`config.mk`:
```
export PLATFORM = sky130hd
export DESIGN_NAME = axis_branch_fifo_flat
export DESIGN_NICKNAME = d
export VERILOG_FILES = /design/src/rtl/axis_branch_fifo_if.sv /design/src/rtl/axis_branch_fifo.sv /design/src/flat_wrapper.sv
export SDC_FILE = /design/constraint.sdc
export NUM_CORES = 1
export LEC_CHECK = 0
export ABC_AREA = 1
export BUFFER_PORTS_ARGS = -buffer_cell sky130_fd_sc_hd__buf_2
export CORE_UTILIZATION = 30
export DETAILED_ROUTE_END_ITERATION = 6
export PLACE_DENSITY = 0.52
export SKIP_CTS_REPAIR_TIMING = 1
export SYNTH_ARGS = -nofsm -noshare
export SYNTH_HDL_FRONTEND = slang
export SYNTH_SLANG_ARGS = --single-unit
```
`constraint.sdc`:
```
create_clock -name clk -period 8.85 [get_ports clk]
set_clock_uncertainty 0.1 [all_clocks]
set_input_delay 1.3275 -clock clk [delete_from_list [all_inputs] [get_ports clk]]
set_output_delay 1.3275 -clock clk [all_outputs]
set_load 0.05 [all_outputs]
```
`src/rtl/axis_branch_fifo_if.sv`:
```
// AXI-Stream handshake bundle (tdata/tvalid/tready) for one stream link.
// master drives tdata/tvalid and receives tready; slave is the reverse.
interface axis_branch_fifo_if #(
   parameter int W = 32
) ();
   logic [W-1:0] tdata;
   logic         tvalid;
   logic         tready;

   modport master (output tdata, output tvalid, input tready);
   modport slave  (input tdata, input tvalid, output tready);
endinterface

```
`src/rtl/axis_branch_fifo.sv`:
```
// Per-branch FWFT elastic buffer behind an AXIS splitter copy port, with
// a saturating count of samples offered while full.
// Ports: clk, rst (async, active-high); s_axis (slave stream in);
// m_axis (master stream out); fill_level (0..DEPTH occupancy);
// ovf_count / ovf_flag (loss counter and sticky flag); ovf_clr (sync clear).
module axis_branch_fifo #(
   parameter int AXIS_TDATA_WIDTH = 32,
   parameter int ADDR_WIDTH       = 4,
   parameter int OVF_WIDTH        = 16
) (
   input  logic                  clk,
   input  logic                  rst,
   axis_branch_fifo_if.slave     s_axis,
   axis_branch_fifo_if.master    m_axis,
   output logic [ADDR_WIDTH:0]   fill_level,
   output logic [OVF_WIDTH-1:0]  ovf_count,
   output logic                  ovf_flag,
   input  logic                  ovf_clr
);
   localparam int DEPTH = 1 << ADDR_WIDTH;
   localparam logic [ADDR_WIDTH:0] FULL = (ADDR_WIDTH + 1)'(DEPTH);

   logic [AXIS_TDATA_WIDTH-1:0] mem [DEPTH];
   logic [ADDR_WIDTH-1:0]       wr_ptr;
   logic [ADDR_WIDTH-1:0]       rd_ptr;
   logic                        wr_en;
   logic                        rd_en;
   logic                        blocked;

   // tready is gated by rst so it drops the moment reset asserts.
   assign s_axis.tready = !rst && (fill_level != FULL);
   assign m_axis.tvalid = (fill_level != '0);
   assign m_axis.tdata  = mem[rd_ptr];

   assign wr_en   = s_axis.tvalid && s_axis.tready;
   assign rd_en   = m_axis.tvalid && m_axis.tready;
   assign blocked = s_axis.tvalid && !s_axis.tready;

   // Storage is deliberately not reset.
   always_ff @(posedge clk) begin
      if (wr_en) begin
         mem[wr_ptr] <= s_axis.tdata;
      end
   end

   always_ff @(posedge clk or posedge rst) begin
      if (rst) begin
         wr_ptr     <= '0;
         rd_ptr     <= '0;
         fill_level <= '0;
         ovf_count  <= '0;
         ovf_flag   <= 1'b0;
      end else begin
         if (wr_en) begin
            wr_ptr <= wr_ptr + ADDR_WIDTH'(1);
         end
         if (rd_en) begin
            rd_ptr <= rd_ptr + ADDR_WIDTH'(1);
         end
         if (wr_en && !rd_en) begin
            fill_level <= fill_level + (ADDR_WIDTH + 1)'(1);
         end else if (rd_en && !wr_en) begin
            fill_level <= fill_level - (ADDR_WIDTH + 1)'(1);
         end
         // Clear takes priority over an increment on the same edge.
         if (ovf_clr) begin
            ovf_count <= '0;
            ovf_flag  <= 1'b0;
         end else if (blocked) begin
            ovf_flag <= 1'b1;
            if (ovf_count != '1) begin
               ovf_count <= ovf_count + OVF_WIDTH'(1);
            end
         end
      end
   end
endmodule

```
`src/flat_wrapper.sv`:
```
// flat-port wrapper written by rule: the top's interface ports become plain ports
module axis_branch_fifo_flat 
#(
   parameter int AXIS_TDATA_WIDTH = 32,
   parameter int ADDR_WIDTH       = 4,
   parameter int OVF_WIDTH        = 16
)
  (clk, rst, fill_level, ovf_count, ovf_flag, ovf_clr, s_axis_tdata, s_axis_tvalid, s_axis_tready, m_axis_tdata, m_axis_tvalid, m_axis_tready);
  axis_branch_fifo_if s_axis_i ();
  axis_branch_fifo_if m_axis_i ();
  input  logic clk;
  input  logic rst;
  output logic [ADDR_WIDTH:0] fill_level;
  output logic [OVF_WIDTH-1:0] ovf_count;
  output logic ovf_flag;
  input  logic ovf_clr;
  input wire logic [$bits(s_axis_i.tdata)-1:0] s_axis_tdata;
  input wire logic [$bits(s_axis_i.tvalid)-1:0] s_axis_tvalid;
  output wire logic [$bits(s_axis_i.tready)-1:0] s_axis_tready;
  output wire logic [$bits(m_axis_i.tdata)-1:0] m_axis_tdata;
  output wire logic [$bits(m_axis_i.tvalid)-1:0] m_axis_tvalid;
  input wire logic [$bits(m_axis_i.tready)-1:0] m_axis_tready;
  assign s_axis_i.tdata = s_axis_tdata;
  assign s_axis_i.tvalid = s_axis_tvalid;
  assign s_axis_tready = s_axis_i.tready;
  assign m_axis_tdata = m_axis_i.tdata;
  assign m_axis_tvalid = m_axis_i.tvalid;
  assign m_axis_i.tready = m_axis_tready;
  axis_branch_fifo #(.AXIS_TDATA_WIDTH(AXIS_TDATA_WIDTH), .ADDR_WIDTH(ADDR_WIDTH), .OVF_WIDTH(OVF_WIDTH)) u_core (.clk(clk), .rst(rst), .s_axis(s_axis_i), .m_axis(m_axis_i), .fill_level(fill_level), .ovf_count(ovf_count), .ovf_flag(ovf_flag), .ovf_clr(ovf_clr));
endmodule
```
* After elaboration in Yosys (flattened, before gate mapping) *
Memories as Yosys holds them, arrays and structs flattened.
Index checks and enable logic that the tools add are counted.

word-level totals
  memories = 1
  bits of input ports = 37
  memory bits (writable) = 512
  output and inout bits = 56
  logic and storage cells = 37
  register bits = 30

memory list
  name        words  bits a word  read ports  clocked after memory_dff  write ports  RTL line                text
  u_core.mem  16     32           1           0                         1            axis_branch_fifo.sv:23  logic [AXIS_TDATA_WIDTH-1:0] mem [DEPTH];

cells by class
  $add $sub $neg = 5
  reductions and logical operators = 15
  multiplexer cells = 9
  equality and inequality tests = 2

operators with widths
  operator               number
  $mux 16                3
  $add 16x1->16 const B  1
  $ne 16x16->1 const B   1
  $mux 5                 2
  $add 4x1->4 const B    2
  $logic_and 1x1->1      6
  $reduce_bool 2->1      3
  $add 5x1->5 const B    1
  $ne 5x5->1 const B     1
  $reduce_bool 5->1      1
  $sub 5x1->5 const B    1
  $logic_not 1->1        4
  $mux 1                 4
  $reduce_and 2->1       1

* Logic depth before layout (Yosys ltp) *
  depth after elaboration = 7
  depth in mapped cells = 15
  gate-level depth less buffers = 15

* Worst setup path after synthesis *
No wires, ideal clock.

  kind = input to register
  from = in rst
  to = mem u_core.mem[0][0] (enable)
  stages = 5
  data arrival time = 4029 ps
  slack = 4300 ps
  library setup time = 421 ps
  required time = 8329 ps
  path buffers = 0
  path through = inv_1 nand2_1 nor2_2 nand2_1 nor2_1

on the way
  word-level cells in the longest chain between the ends = 5

RTL lines
  what                              RTL line                text
  start, declared                   flat_wrapper.sv:12      input logic rst;
  $logic_not 1->1 (no source line)  -
  $logic_and 1x1->1                 axis_branch_fifo.sv:31  assign s_axis.tready = !rst && (fill_level != FULL);
  $logic_and 1x1->1                 axis_branch_fifo.sv:35  assign wr_en = s_axis.tvalid && s_axis.tready;
  named net u_core.wr_en            axis_branch_fifo.sv:26  logic wr_en;
  $mux 1                            axis_branch_fifo.sv:41  if (wr_en) begin
  $mux 1 (implied by the code)      axis_branch_fifo.sv:42  mem[wr_ptr] <= s_axis.tdata;
  end, declared                     axis_branch_fifo.sv:23

The timed path passes the listed nets, and every way through them passes these cells.

* Final worst setup path *
  from = reg u_core.rd_ptr[0]
  to = out m_axis_tdata[28]

on the way
  word-level cells in the longest chain between the ends = 1

RTL lines
  what                    RTL line                text
  start, declared         axis_branch_fifo.sv:25  logic [ADDR_WIDTH-1:0] rd_ptr;
  start signal, assigned  axis_branch_fifo.sv:58  rd_ptr <= rd_ptr + ADDR_WIDTH'(1);
  $mem_v2 16x32           -
  end, declared           flat_wrapper.sv:20      output wire logic [$bits(m_axis_i.tdata)-1:0] m_axis_tdata;

Every way passes these cells.

==> results_tabular.tex <==
\begin{tabular}{lr}
\hline
Metric & Value \\
\hline
\multicolumn{2}{l}{\textbf{Global route}} \\
Initial antenna violation count & 5 \\
Total routing resource utilization after global routing & about 14\% \\
First-pass GRT wire length & 83300 um \\
GRT overflow & 0 \\
Via count of the first global-routing pass & $\sim$13000 \\
Pin count of the biggest net entering global routing & between 200 and 250 \\
\multicolumn{2}{l}{\textbf{Clocking}} \\
Source-to-sink clock delay at the later pin of the worst-skew pair & about 0.6 ns \\
Total clock sinks & 542 \\
Level count of the clock H-tree & 2 \\
Clock-pin transition on the worst setup and hold timing paths & around 0.06 ns \\
CTS max path bufs & 3 \\
TritonCTS clock tree & yes \\
Total clock buffers created by CTS & 56 \\
Root Buffer & sky130\_fd\_sc\_hd\_\_clkbuf\_16 \\
\multicolumn{2}{l}{\textbf{Detailed routing}} \\
Vias after detailed routing & 13900 \\
Per-cell via count in the routed design & approximately 4.7 \\
Number of routed nets with antenna violations & 0 \\
Number of violations reported at the end of detailed-routing iteration 0 & a little under 1000 \\
Routed wire length & 55100 um \\
Post-DR wirelength/cell & around 19 um \\
Pre-antenna DRT Iters & 5 \\
Count of unresolved DRC violations after routing & 0 \\
\multicolumn{2}{l}{\textbf{Worst hold path}} \\
Class of the worst hold path & flop to flop \\
Startpoint of the tightest hold check path & u\_core.wr\_ptr[0] \\
Hold-critical path endpoint & u\_core.wr\_ptr[0] \\
Hold Crit Depth & 1 \\
\multicolumn{2}{l}{\textbf{Placed design}} \\
Placed standard-cell area & 24000 sq um \\
Routability congestion estimate & between 0.7 and 0.8 \\
Worst-case setup slack after placement & 4.36 ns \\
Count of input and output buffers & 92 \\
Estimated wirelength of the detail-placed design & about 29000 um \\
\multicolumn{2}{l}{\textbf{Power}} \\
Net switching power & approximately 3.3 mW \\
Share of power burned in the clock network & 28.3\% \\
P\_leak & between 9 and 10 nW \\
Reg power frac & $\sim$38\% \\
Combinational power share & approximately a third \\
Design internal power & slightly above 5 mW \\
Maximum vdd ir drop & 247 uV \\
Switching share of power & between 30\% and 40\% \\
P per Cell Area & approximately 320 nW/um\^{}2 \\
\multicolumn{2}{l}{\textbf{Layout}} \\
Ratio of cells with drive above 1 in the final layout & a little under an eighth \\
Inserted Diodes & 0 \\
Final \#Nets & around 2000 \\
Final std cell area, no fill & approximately 26000 sq um \\
Area grow syn2layout & 14.3\% \\
\multicolumn{2}{l}{\textbf{Floorplanning}} \\
Boundary Pins & 93 \\
Die area & around 77000 sq um \\
Effective utilization at floorplan & a little under a third \\
\# rows & 100 \\
Area of the core region & approximately 75000 sq um \\
Y dimension of the die & 277 um \\
Width of the die & 277 um \\
\multicolumn{2}{l}{\textbf{STA}} \\
Final setup viols & 0 \\
Hold Fails Final Rpt & 0 \\
RSZ-0062 raised after global routing & false \\
Worst Max-Slew Pin Slew & between 1 and 1.5 ns \\
Minimum clock period & 5.04 ns \\
Final setup slack of the worst path & 3.81 ns \\
Setup TNS after final layout & 0 ns \\
Tcrit/Tclk final & around 57\% \\
Count of pins over their slew limit & 0 \\
Max-slew headroom & under 10\% \\
Highest clock rate & between 150 and 200 MHz \\
\multicolumn{2}{l}{\textbf{Yosys}} \\
Count of mapped cells out of synthesis & between 1500 and 2000 \\
Post-synthesis net count & 1919 \\
Sequential area share after synthesis & between 70\% and 80\% \\
Cell types with the largest area share after synthesis & sky130\_fd\_sc\_hd\_\_edfxtp\_1 68\%, sky130\_fd\_sc\_hd\_\_inv\_1 4.7\%, sky130\_fd\_sc\_hd\_\_nand3\_1 4.7\% \\
Cell type with the highest aggregate area in the netlist & sky130\_fd\_sc\_hd\_\_edfxtp\_1 \\
Prevailing post-synth register cell & sky130\_fd\_sc\_hd\_\_edfxtp\_1 \\
Seq cells post-synth & about 540 \\
Top post-synthesis cells by count & 512 x sky130\_fd\_sc\_hd\_\_edfxtp\_1, 283 x sky130\_fd\_sc\_hd\_\_inv\_1, 239 x sky130\_fd\_sc\_hd\_\_nand2\_1 \\
Async SR Flop Fraction & under 10\% \\
Combined area of all synthesized cells & between 20000 and 25000 sq um \\
Warnings, synthesis & 0 \\
EDFF count, synth & between 500 and 600 \\
Count leader, synth & sky130\_fd\_sc\_hd\_\_edfxtp\_1 \\
Number of unique standard cell types used by synthesis & 33 \\
Post-synth top area share & about two thirds \\
Per-instance average area after synthesis & 12.1 sq um \\
\multicolumn{2}{l}{\textbf{Worst setup path}} \\
R2R Path Start & u\_core.fill\_level[0] \\
Worst setup EP type & output port \\
Arrival time at the worst endpoint & roughly 3.6 ns \\
Number of cell instances on the worst register-to-register path & 7 \\
Setup slack of the most critical reg-to-reg path & between 5 and 6 ns \\
Worst r2r dst & u\_core.mem[13][23] \\
Critical path data required time & between 7 and 8 ns \\
Classification of the worst setup path & flop to output port \\
Type of origin of the critical path & flop \\
CP Max Fanout & approximately 210 \\
\multicolumn{2}{l}{\textbf{Status}} \\
Outcome & finished, final reports clean \\
\multicolumn{2}{l}{\textbf{Flow run}} \\
\# Max-Cap Violations & 0 \\
\hline
\end{tabular}
==> how the worst max path moves through the flow <==
stage,startpoint,to
finish,u_core.rd_ptr[0],m_axis_tdata[28]
global route,u_core.rd_ptr[0],m_axis_tdata[9]
CTS,u_core.rd_ptr[2],m_axis_tdata[15]
detailed placement,rst,u_core.mem[4][18]
global placement,rst,u_core.mem[5][18]
floorplan,rst,u_core.mem[0][0]
==> cells by family after synthesis <==
| group | share of synthesized area [%] |
|---|---|
| AOI/OAI and AO/OA | 10.3 |
| xor gates and xnor gates | 0.618 |
| adders and majority gates | 0.640 |
| buffers and inverters | 7.39 |
| DFF | 71.2 |
| muxes | 0.0497 |
| and+or+nand+nor | 9.80 |
==> through the flow <==
stage | hold WS (ns) | utilization, % | std cells | power [mW]
floorplan | 0.394 | - | 1871 | 5.31
global placement | 0.388 | 32.2 | 2843 | 6.04
detailed placement | 0.419 | 32.2 | 2843 | 6.05
CTS | 0.431 | 34.7 | 2947 | 8.41
global route | 0.453 | 34.7 | 2948 | 8.77
finish | 0.430 | 34.7 | 2948 | 8.32
==> layout make-up <==
| class | instances | area, sq um |
|---|---|---|
| Fill cell | 7314 | 48700 |
| Inverter | 286 | 1070 |
| Tap cell | 969 | 1210 |
| Multi-Input combinational cell | 934 | 4980 |
| Clock buffer | 65 | 1460 |
| Sequential cell | 542 | 16100 |
| Clock inverter | 39 | 392 |
| Timing Repair Buffer | 113 | 656 |
==> cell usage in the layout, fill, tap and decap left out, types with 19 or more instances in the layout <==
cell	Yosys	layout
sky130_fd_sc_hd__edfxtp_1	512	512
sky130_fd_sc_hd__inv_1	283	282
sky130_fd_sc_hd__nand2_1	239	239
sky130_fd_sc_hd__nand3_1	211	211
sky130_fd_sc_hd__a21oi_1	131	131
sky130_fd_sc_hd__o211ai_1	128	128
sky130_fd_sc_hd__o21ai_0	113	113
sky130_fd_sc_hd__buf_2	45	92
sky130_fd_sc_hd__clkbuf_16	0	57
sky130_fd_sc_hd__o21ai_1	29	29
sky130_fd_sc_hd__dfrtp_1	30	26
sky130_fd_sc_hd__nor2_4	3	19
==> flip-flops by register name, indices dropped and copies added (netlist names) <==
signal	cells
u_core.mem	512
u_core.fill_level	5
u_core.ovf_flag	1
u_core.wr_ptr	4
u_core.rd_ptr	4
u_core.ovf_count	16
==> power groups by stage <==
stage               clock network, mW  registers [mW]  logic (mW)
global route                     2.50            3.14        3.12
finish                           2.36            3.12        2.84
CTS                              2.40            3.13        2.88
detailed placement                  0            3.18        2.87
floorplan                           0            3.09        2.21
global placement                    0            3.17        2.86
==> metal layers <==
metal	routed length [um]	GRT usage [%]	share of wire (%)	vias to the layer above
li1	-	-	-	6698
met1	25800	19.5	47	6870
met5	40	0	0.073	-
met2	26000	23.4	47	261
met4	1120	3.68	2.0	8
met3	2060	2.19	3.7	87
==> critical path, cell delays in order (launching register included) <==
cell,delay [ns]
sky130_fd_sc_hd__dfrtp_4,1.00
sky130_fd_sc_hd__buf_12,0.58
sky130_fd_sc_hd__a21oi_1,0.18
sky130_fd_sc_hd__o21ai_0,0.16
sky130_fd_sc_hd__nand3_1,0.20
sky130_fd_sc_hd__nand3_1,0.16
sky130_fd_sc_hd__nand2_1,0.16
sky130_fd_sc_hd__buf_2,0.25
Note: power is estimated with default switching activity, not from simulation.
